$ cat config.mk
export PLATFORM = sky130hd
export DESIGN_NAME = noc_flit_injector
export DESIGN_NICKNAME = d
export VERILOG_FILES = /design/src/rtl/noc_pkg.sv /design/src/rtl/noc_credit_counter.sv /design/src/rtl/noc_flit_injector.sv
export SDC_FILE = /design/constraint.sdc
export NUM_CORES = 1
export LEC_CHECK = 0
export BUFFER_PORTS_ARGS = -buffer_cell sky130_fd_sc_hd__buf_2
export CORE_MARGIN = 2
export CORE_UTILIZATION = 40
export CTS_BUF_LIST = sky130_fd_sc_hd__clkbuf_4 sky130_fd_sc_hd__clkbuf_8
export CTS_CLUSTER_SIZE = 28
export DETAILED_ROUTE_END_ITERATION = 10
export PLACE_DENSITY_LB_ADDON = 0.05
export SLEW_MARGIN = 20
export SYNTH_ARGS = -nofsm -noshare
export SYNTH_HDL_FRONTEND = slang
export SYNTH_HIERARCHICAL = 1
export SYNTH_SLANG_ARGS = --single-unit
$ cat constraint.sdc
create_clock -name clk -period 2.5 [get_ports clk]
set_input_delay 0.125 -clock clk [delete_from_list [all_inputs] [get_ports clk]]
set_output_delay 0.125 -clock clk [all_outputs]
set_load 0.05 [all_outputs]
$ cat src/rtl/noc_pkg.sv
// Shared NoC definitions: flit encoding, header field layout and injector FSM states.
package noc_pkg;

  localparam int unsigned FLIT_W      = 32;
  localparam int unsigned FLIT_BODY_W = 30;
  localparam int unsigned COORD_W     = 6;
  localparam int unsigned LEN_W       = 3;
  localparam int unsigned CNT_W       = 4;

  localparam int unsigned HDR_DSTX_LSB = 24;
  localparam int unsigned HDR_DSTY_LSB = 18;
  localparam int unsigned HDR_SRCX_LSB = 12;
  localparam int unsigned HDR_SRCY_LSB = 6;
  localparam int unsigned HDR_LEN_LSB  = 3;

  typedef enum logic [1:0] {
    FLIT_BODY = 2'b00,
    FLIT_HEAD = 2'b01,
    FLIT_TAIL = 2'b10,
    FLIT_RSVD = 2'b11
  } flit_type_e;

  typedef struct packed {
    flit_type_e               ftype;
    logic [FLIT_BODY_W-1:0]   body;
  } flit_t;

  typedef enum logic [1:0] {
    ST_IDLE = 2'd0,
    ST_HEAD = 2'd1,
    ST_BODY = 2'd2
  } inj_state_e;

  // Header body: dst_x | dst_y | src_x | src_y | len | 3'b000
  function automatic logic [FLIT_BODY_W-1:0] make_hdr_body(
    input logic [COORD_W-1:0] dst_x,
    input logic [COORD_W-1:0] dst_y,
    input logic [COORD_W-1:0] src_x,
    input logic [COORD_W-1:0] src_y,
    input logic [LEN_W-1:0]   len
  );
    logic [FLIT_BODY_W-1:0] b;
    b = '0;
    b[HDR_DSTX_LSB +: COORD_W] = dst_x;
    b[HDR_DSTY_LSB +: COORD_W] = dst_y;
    b[HDR_SRCX_LSB +: COORD_W] = src_x;
    b[HDR_SRCY_LSB +: COORD_W] = src_y;
    b[HDR_LEN_LSB  +: LEN_W]   = len;
    return b;
  endfunction

endpackage

$ cat src/rtl/noc_credit_counter.sv
// Saturating credit counter toward the router input buffer, with sticky overflow flag.
module noc_credit_counter
  import noc_pkg::*;
#(
  parameter int unsigned CREDITS = 4
) (
  input  logic             clk,
  input  logic             rst_n,
  input  logic             inc,
  input  logic             dec,
  output logic [CNT_W-1:0] count,
  output logic [CNT_W-1:0] count_next_c,
  output logic             credit_err
);

  logic [CNT_W-1:0] count_q, count_d;
  logic             err_q, err_d;

  // Simultaneous return and send cancel; a return at full count is a protocol error.
  always_comb begin
    count_d = count_q;
    err_d   = err_q;
    case ({inc, dec})
      2'b10: begin
        if (count_q == CNT_W'(CREDITS)) begin
          err_d = 1'b1;
        end else begin
          count_d = count_q + CNT_W'(1);
        end
      end
      2'b01: begin
        if (count_q != '0) begin
          count_d = count_q - CNT_W'(1);
        end
      end
      default: ;
    endcase
  end

  always_ff @(posedge clk or negedge rst_n) begin
    if (!rst_n) begin
      count_q <= CNT_W'(CREDITS);
      err_q   <= 1'b0;
    end else begin
      count_q <= count_d;
      err_q   <= err_d;
    end
  end

  assign count        = count_q;
  assign count_next_c = count_d;
  assign credit_err   = err_q;

endmodule

$ cat src/rtl/noc_flit_injector.sv
// Packetises a descriptor plus payload stream into HEAD/BODY/TAIL flits under credit flow control.
module noc_flit_injector
  import noc_pkg::*;
#(
  parameter int unsigned   X_W     = 6,
  parameter int unsigned   Y_W     = 6,
  parameter logic [X_W-1:0] SRC_X  = '0,
  parameter logic [Y_W-1:0] SRC_Y  = '0,
  parameter int unsigned   CREDITS = 4
) (
  input  logic                   clk,
  input  logic                   rst_n,
  input  logic                   msg_valid,
  output logic                   msg_ready,
  input  logic [X_W-1:0]         msg_dst_x,
  input  logic [Y_W-1:0]         msg_dst_y,
  input  logic [LEN_W-1:0]       msg_len,
  input  logic                   pld_valid,
  output logic                   pld_ready,
  input  logic [FLIT_BODY_W-1:0] pld_data,
  output logic                   flit_valid,
  output logic [FLIT_W-1:0]      flit_data,
  input  logic                   credit_in,
  output logic                   busy,
  output logic                   pkt_done,
  output logic                   credit_err
);

  inj_state_e       state_q, state_d;
  logic [X_W-1:0]   dst_x_q, dst_x_d;
  logic [Y_W-1:0]   dst_y_q, dst_y_d;
  logic [LEN_W-1:0] len_q, len_d;
  logic [LEN_W-1:0] beat_q, beat_d;
  logic             msg_ready_q, msg_ready_d;
  logic             pld_ready_q, pld_ready_d;
  logic             busy_q, busy_d;
  logic             flit_valid_q, flit_valid_d;
  flit_t            flit_q, flit_d;
  logic             pkt_done_q, pkt_done_d;
  logic             send;
  logic [CNT_W-1:0] credits, credits_next;

  noc_credit_counter #(
    .CREDITS (CREDITS)
  ) u_credit (
    .clk          (clk),
    .rst_n        (rst_n),
    .inc          (credit_in),
    .dec          (send),
    .count        (credits),
    .count_next_c (credits_next),
    .credit_err   (credit_err)
  );

  // Next-state, flit assembly and registered handshake outputs.
  always_comb begin
    state_d      = state_q;
    dst_x_d      = dst_x_q;
    dst_y_d      = dst_y_q;
    len_d        = len_q;
    beat_d       = beat_q;
    flit_valid_d = 1'b0;
    flit_d       = '0;
    pkt_done_d   = 1'b0;
    send         = 1'b0;

    case (state_q)
      ST_IDLE: begin
        if (msg_valid && msg_ready_q) begin
          dst_x_d = msg_dst_x;
          dst_y_d = msg_dst_y;
          len_d   = msg_len;
          beat_d  = '0;
          state_d = ST_HEAD;
        end
      end
      ST_HEAD: begin
        if (credits != '0) begin
          send         = 1'b1;
          flit_valid_d = 1'b1;
          flit_d.ftype = FLIT_HEAD;
          flit_d.body  = make_hdr_body(COORD_W'(dst_x_q), COORD_W'(dst_y_q),
                                       COORD_W'(SRC_X), COORD_W'(SRC_Y), len_q);
          state_d      = ST_BODY;
        end
      end
      ST_BODY: begin
        if (pld_valid && pld_ready_q) begin
          send         = 1'b1;
          flit_valid_d = 1'b1;
          flit_d.body  = pld_data;
          if (beat_q == len_q) begin
            flit_d.ftype = FLIT_TAIL;
            pkt_done_d   = 1'b1;
            state_d      = ST_IDLE;
          end else begin
            flit_d.ftype = FLIT_BODY;
            beat_d       = beat_q + LEN_W'(1);
          end
        end
      end
      default: state_d = ST_IDLE;
    endcase

    // Ready flags track the upcoming state so they are valid in the cycle they are seen.
    msg_ready_d = (state_d == ST_IDLE);
    busy_d      = (state_d != ST_IDLE);
    pld_ready_d = (state_d == ST_BODY) && (credits_next != '0);
  end

  always_ff @(posedge clk or negedge rst_n) begin
    if (!rst_n) begin
      state_q      <= ST_IDLE;
      dst_x_q      <= '0;
      dst_y_q      <= '0;
      len_q        <= '0;
      beat_q       <= '0;
      msg_ready_q  <= 1'b0;
      pld_ready_q  <= 1'b0;
      busy_q       <= 1'b0;
      flit_valid_q <= 1'b0;
      flit_q       <= '0;
      pkt_done_q   <= 1'b0;
    end else begin
      state_q      <= state_d;
      dst_x_q      <= dst_x_d;
      dst_y_q      <= dst_y_d;
      len_q        <= len_d;
      beat_q       <= beat_d;
      msg_ready_q  <= msg_ready_d;
      pld_ready_q  <= pld_ready_d;
      busy_q       <= busy_d;
      flit_valid_q <= flit_valid_d;
      flit_q       <= flit_d;
      pkt_done_q   <= pkt_done_d;
    end
  end

  assign msg_ready  = msg_ready_q;
  assign pld_ready  = pld_ready_q;
  assign busy       = busy_q;
  assign flit_valid = flit_valid_q;
  assign flit_data  = flit_q;
  assign pkt_done   = pkt_done_q;

endmodule
==> flow_summary.yaml <==
outcome:
  outcome: "finished, violations left"
  violations: "negative setup slack"
routing:
  ant_nets: 0
  drc: 0
  dr.pass1.iters: 4
  vias_per_cell: 4.93
  drt_iter0_drc: 105
  wirelength_um: 5940
  vias: 2079
  avgRoutedWirePerCell_um: 14.1
global_route:
  grt.total_usage_pct: 16.9
  grt_max_degree: 63
  antenna_found_initial: 0
  overflow: 0
  grt_pass1_vias: 2016
  grt_pass1_wl_um: 9450
pwr:
  p_leak_uw: 0.00191
  p_per_area_nw_per_um2: 951
  max-vdd-ir-drop_mv: 0.519
synthesis:
  synth.distinct_cells: 48
  synth-edff-count: 0
  ys.flop_type: "dfrtp_1"
  ys_seq_elements: 62
  yosysWarnings: 6
  async_flop_share_pct: 100
  syn_area_sq_um: 2670
  synth_cells: 212
  ys_seq_area_share_pct: 58.2
  syn_avg_cell_area_sq_um: 12.6
  syn_nets: 271
die:
  die_x_um: 85.7
  io_pins: 88
  start_util_pct: 41.8
  die_h_um: 85.7
  num_rows: 29
  die_area_sq_um: 7340
  core-area_sq_um: 6390
critical_path:
  reg2regPathDepth: 9
  cpPeakStageDelay_ns: 0.52
  criticalPathCategory: "flip-flop to flip-flop"
  crit_chain: "or4_4 -> and3_4 -> or2_4 -> ha_4 -> inv_1 -> a31oi_1 -> o22ai_1 -> nor4_2 -> nor3b_1"
  crit_arrival_ns: 2.72
  r2r_slack_ns: -0.01
  cp.required_ns: 2.70
  cp_slowest_cell: "or4_4"
  r2r_start: "u_credit/count[0]$_DFF_PN0_"
  path_max_fanout: 11
  crit_start: "u_credit/count[0]$_DFF_PN0_"
  crit_path_start_kind: "flip-flop"
  cp-end-kind: "flip-flop"
placement:
  dp_cells: 377
  hpwl_um: 3920
  gp_congestion: 0.814
  io_buffers: 87
hold_path:
  holdCritStartpoint: "pld_data[25]"
  hold_depth: 2
  hold_class: "input pin to flip-flop"
clock_tree:
  clk_pin_slew_worst_paths_ns: 0.07
  clkLatencyLatePin_ns: 0.33
  cts_tree: "done"
  numCtsBuffers: 9
  cts_setup_buffers: 0
  cts-root-buf: "clkbuf_8"
  clockBufferDepth: 2
  cts_sinks: 62
  h-tree-depth: 3
finish:
  drive_above_1_share_pct: 42.3
  nFillCells: 534
  fin_cells: 422
  final_cell_mix: "buf_2 (87), dfrtp_1 (60), dlygate4sd3_1 (29)"
  n_antenna_cell: 0
  fin_nets: 399
  final_common_cell: "buf_2"
  area_growth_pct: 40.7
sta:
  maxSlewHeadroom_pct: 68.9
  timing.final.crit_share_pct: 101
  fmax_mhz: 398
  hold_slack_ns: 0.0197
  setup_violations: 1
  worst_clock_skew_ns: 0.00982
  drv_slew: 0
  worst_pin_slew_ns: 0.465
  fin_ws_ns: -0.0146
  tns_ns: -0.0146
  finalHoldViolCount: 0
  rsz0062_at_grt: "true"
  layout_min_cycle_time_ns: 2.51
job:
  max_cap_violations: 0
cell usage after synthesis, types with 2 or more instances:
cell / n / share of area (%)
a221oi_2: 2 / 1.1
nor2_1: 6 / 0.84
buf_2: 3 / 0.56
nand3_1: 3 / 0.56
o21ai_0: 6 / 1.1
xnor2_1: 3 / 0.98
and3_1: 3 / 0.70
clkbuf_1: 3 / 0.42
a22o_1: 15 / 4.9
or2_1: 2 / 0.47
o211ai_1: 2 / 0.56
nand2_1: 8 / 1.1
a31oi_1: 2 / 0.47
ha_1: 9 / 4.2
inv_1: 10 / 1.4
buf_6: 2 / 0.84
nor3_1: 7 / 1.3
dfrtp_1: 61 / 57
nor3b_1: 2 / 0.56
and2_1: 15 / 3.5
mux2_2: 15 / 6.3
nor4_1: 2 / 0.47
a21oi_1: 6 / 1.1
worst paths after layout:
path / endpoint
setup / recovery: pld_ready$_DFF_PN0_
hold / removal: flit_data[25]$_DFF_PN0_
setup reg to reg: pld_ready$_DFF_PN0_
hold reg to reg: u_credit/credit_err$_DFFE_PN0P_
max in group asynchronous: u_credit/count[2]$_DFF_PN1_
min in group asynchronous: flit_data[8]$_DFF_PN0_
timing repair:
| action | in CTS | in global routing |
|---|---|---|
| setup endpoints to repair | 1 | 1 |
| resized for setup | 2 | 2 |
| endpoints found under the hold margin | 88 | 1 |
| pin swaps | 1 | 0 |
| hold buffers | 28 | 1 |
state kept, by name, summed over array words and instances, names as in the netlist, 2 cells and up:
register and flops:
flit_data 32, dst_x_q 6, dst_y_q 6, u_credit/count 4, beat_q 3, len_q 3, state_q 2
critical path, delay by kind of cell (launching register included):
| kind | cells | cell delay, ns |
|---|---|---|
| AOI/OAI and AO/OA | 2 | 0.30 |
| adders and majority gates | 1 | 0.33 |
| buffers and inverters | 1 | 0.07 |
| DFF | 1 | 0.38 |
| and+or+nand+nor | 5 | 1.32 |
report_power, final:
group | internal [uW] | switching, uW
Sequential | 1230 | 115
Combinational | 568 | 770
Clock | 492 | 400
logic make-up (layout without fill, tap and decap cells):
group | after synthesis | after routing | share of synthesized area [%]
buffers and inverters | 21 | 154 | 4.27
DFF | 62 | 62 | 58.2
muxes | 16 | 16 | 6.70
xor gates and xnor gates | 3 | 3 | 0.985
AOI/OAI and AO/OA | 45 | 45 | 13.1
adders and majority gates | 9 | 9 | 4.22
and+or+nand+nor | 56 | 56 | 12.5
routing by layer:
layer	share of wire [%]	global-route usage (%)	up-vias	wire, um
met5	0	0	-	0
met4	1.5	8.23	0	87
met3	6.2	4.14	9	368
met2	50	27.5	71	2950
met1	43	21.2	989	2540
li1	-	-	1010	-
metrics by stage:
stage          setup WS (ns)  power, uW  utilization, %  area (sq um)
5_1_grt               -0.123       3810            58.8          3760
3_3_place_gp        -0.00154       2640            50.8          3240
4_1_cts               0.0142       3610            58.5          3740
6_report             -0.0146       3570            58.8          3760
2_1_floorplan        -0.0909       2320               -          2700
3_5_place_dp         -0.0683       2650            50.8          3240
final cells by class:
type,instances,area [sq um],share of cell area [%]
clock buffer,10,138,3.66
multi-input combinational,129,1030,27.5
timing repair buffer,128,828,22.1
clock inverter,6,70.1,1.87
tap,77,96.3,2.56
inverter,10,37.5,0.999
sequential,62,1550,41.4
(Power assumes the default switching activity.)
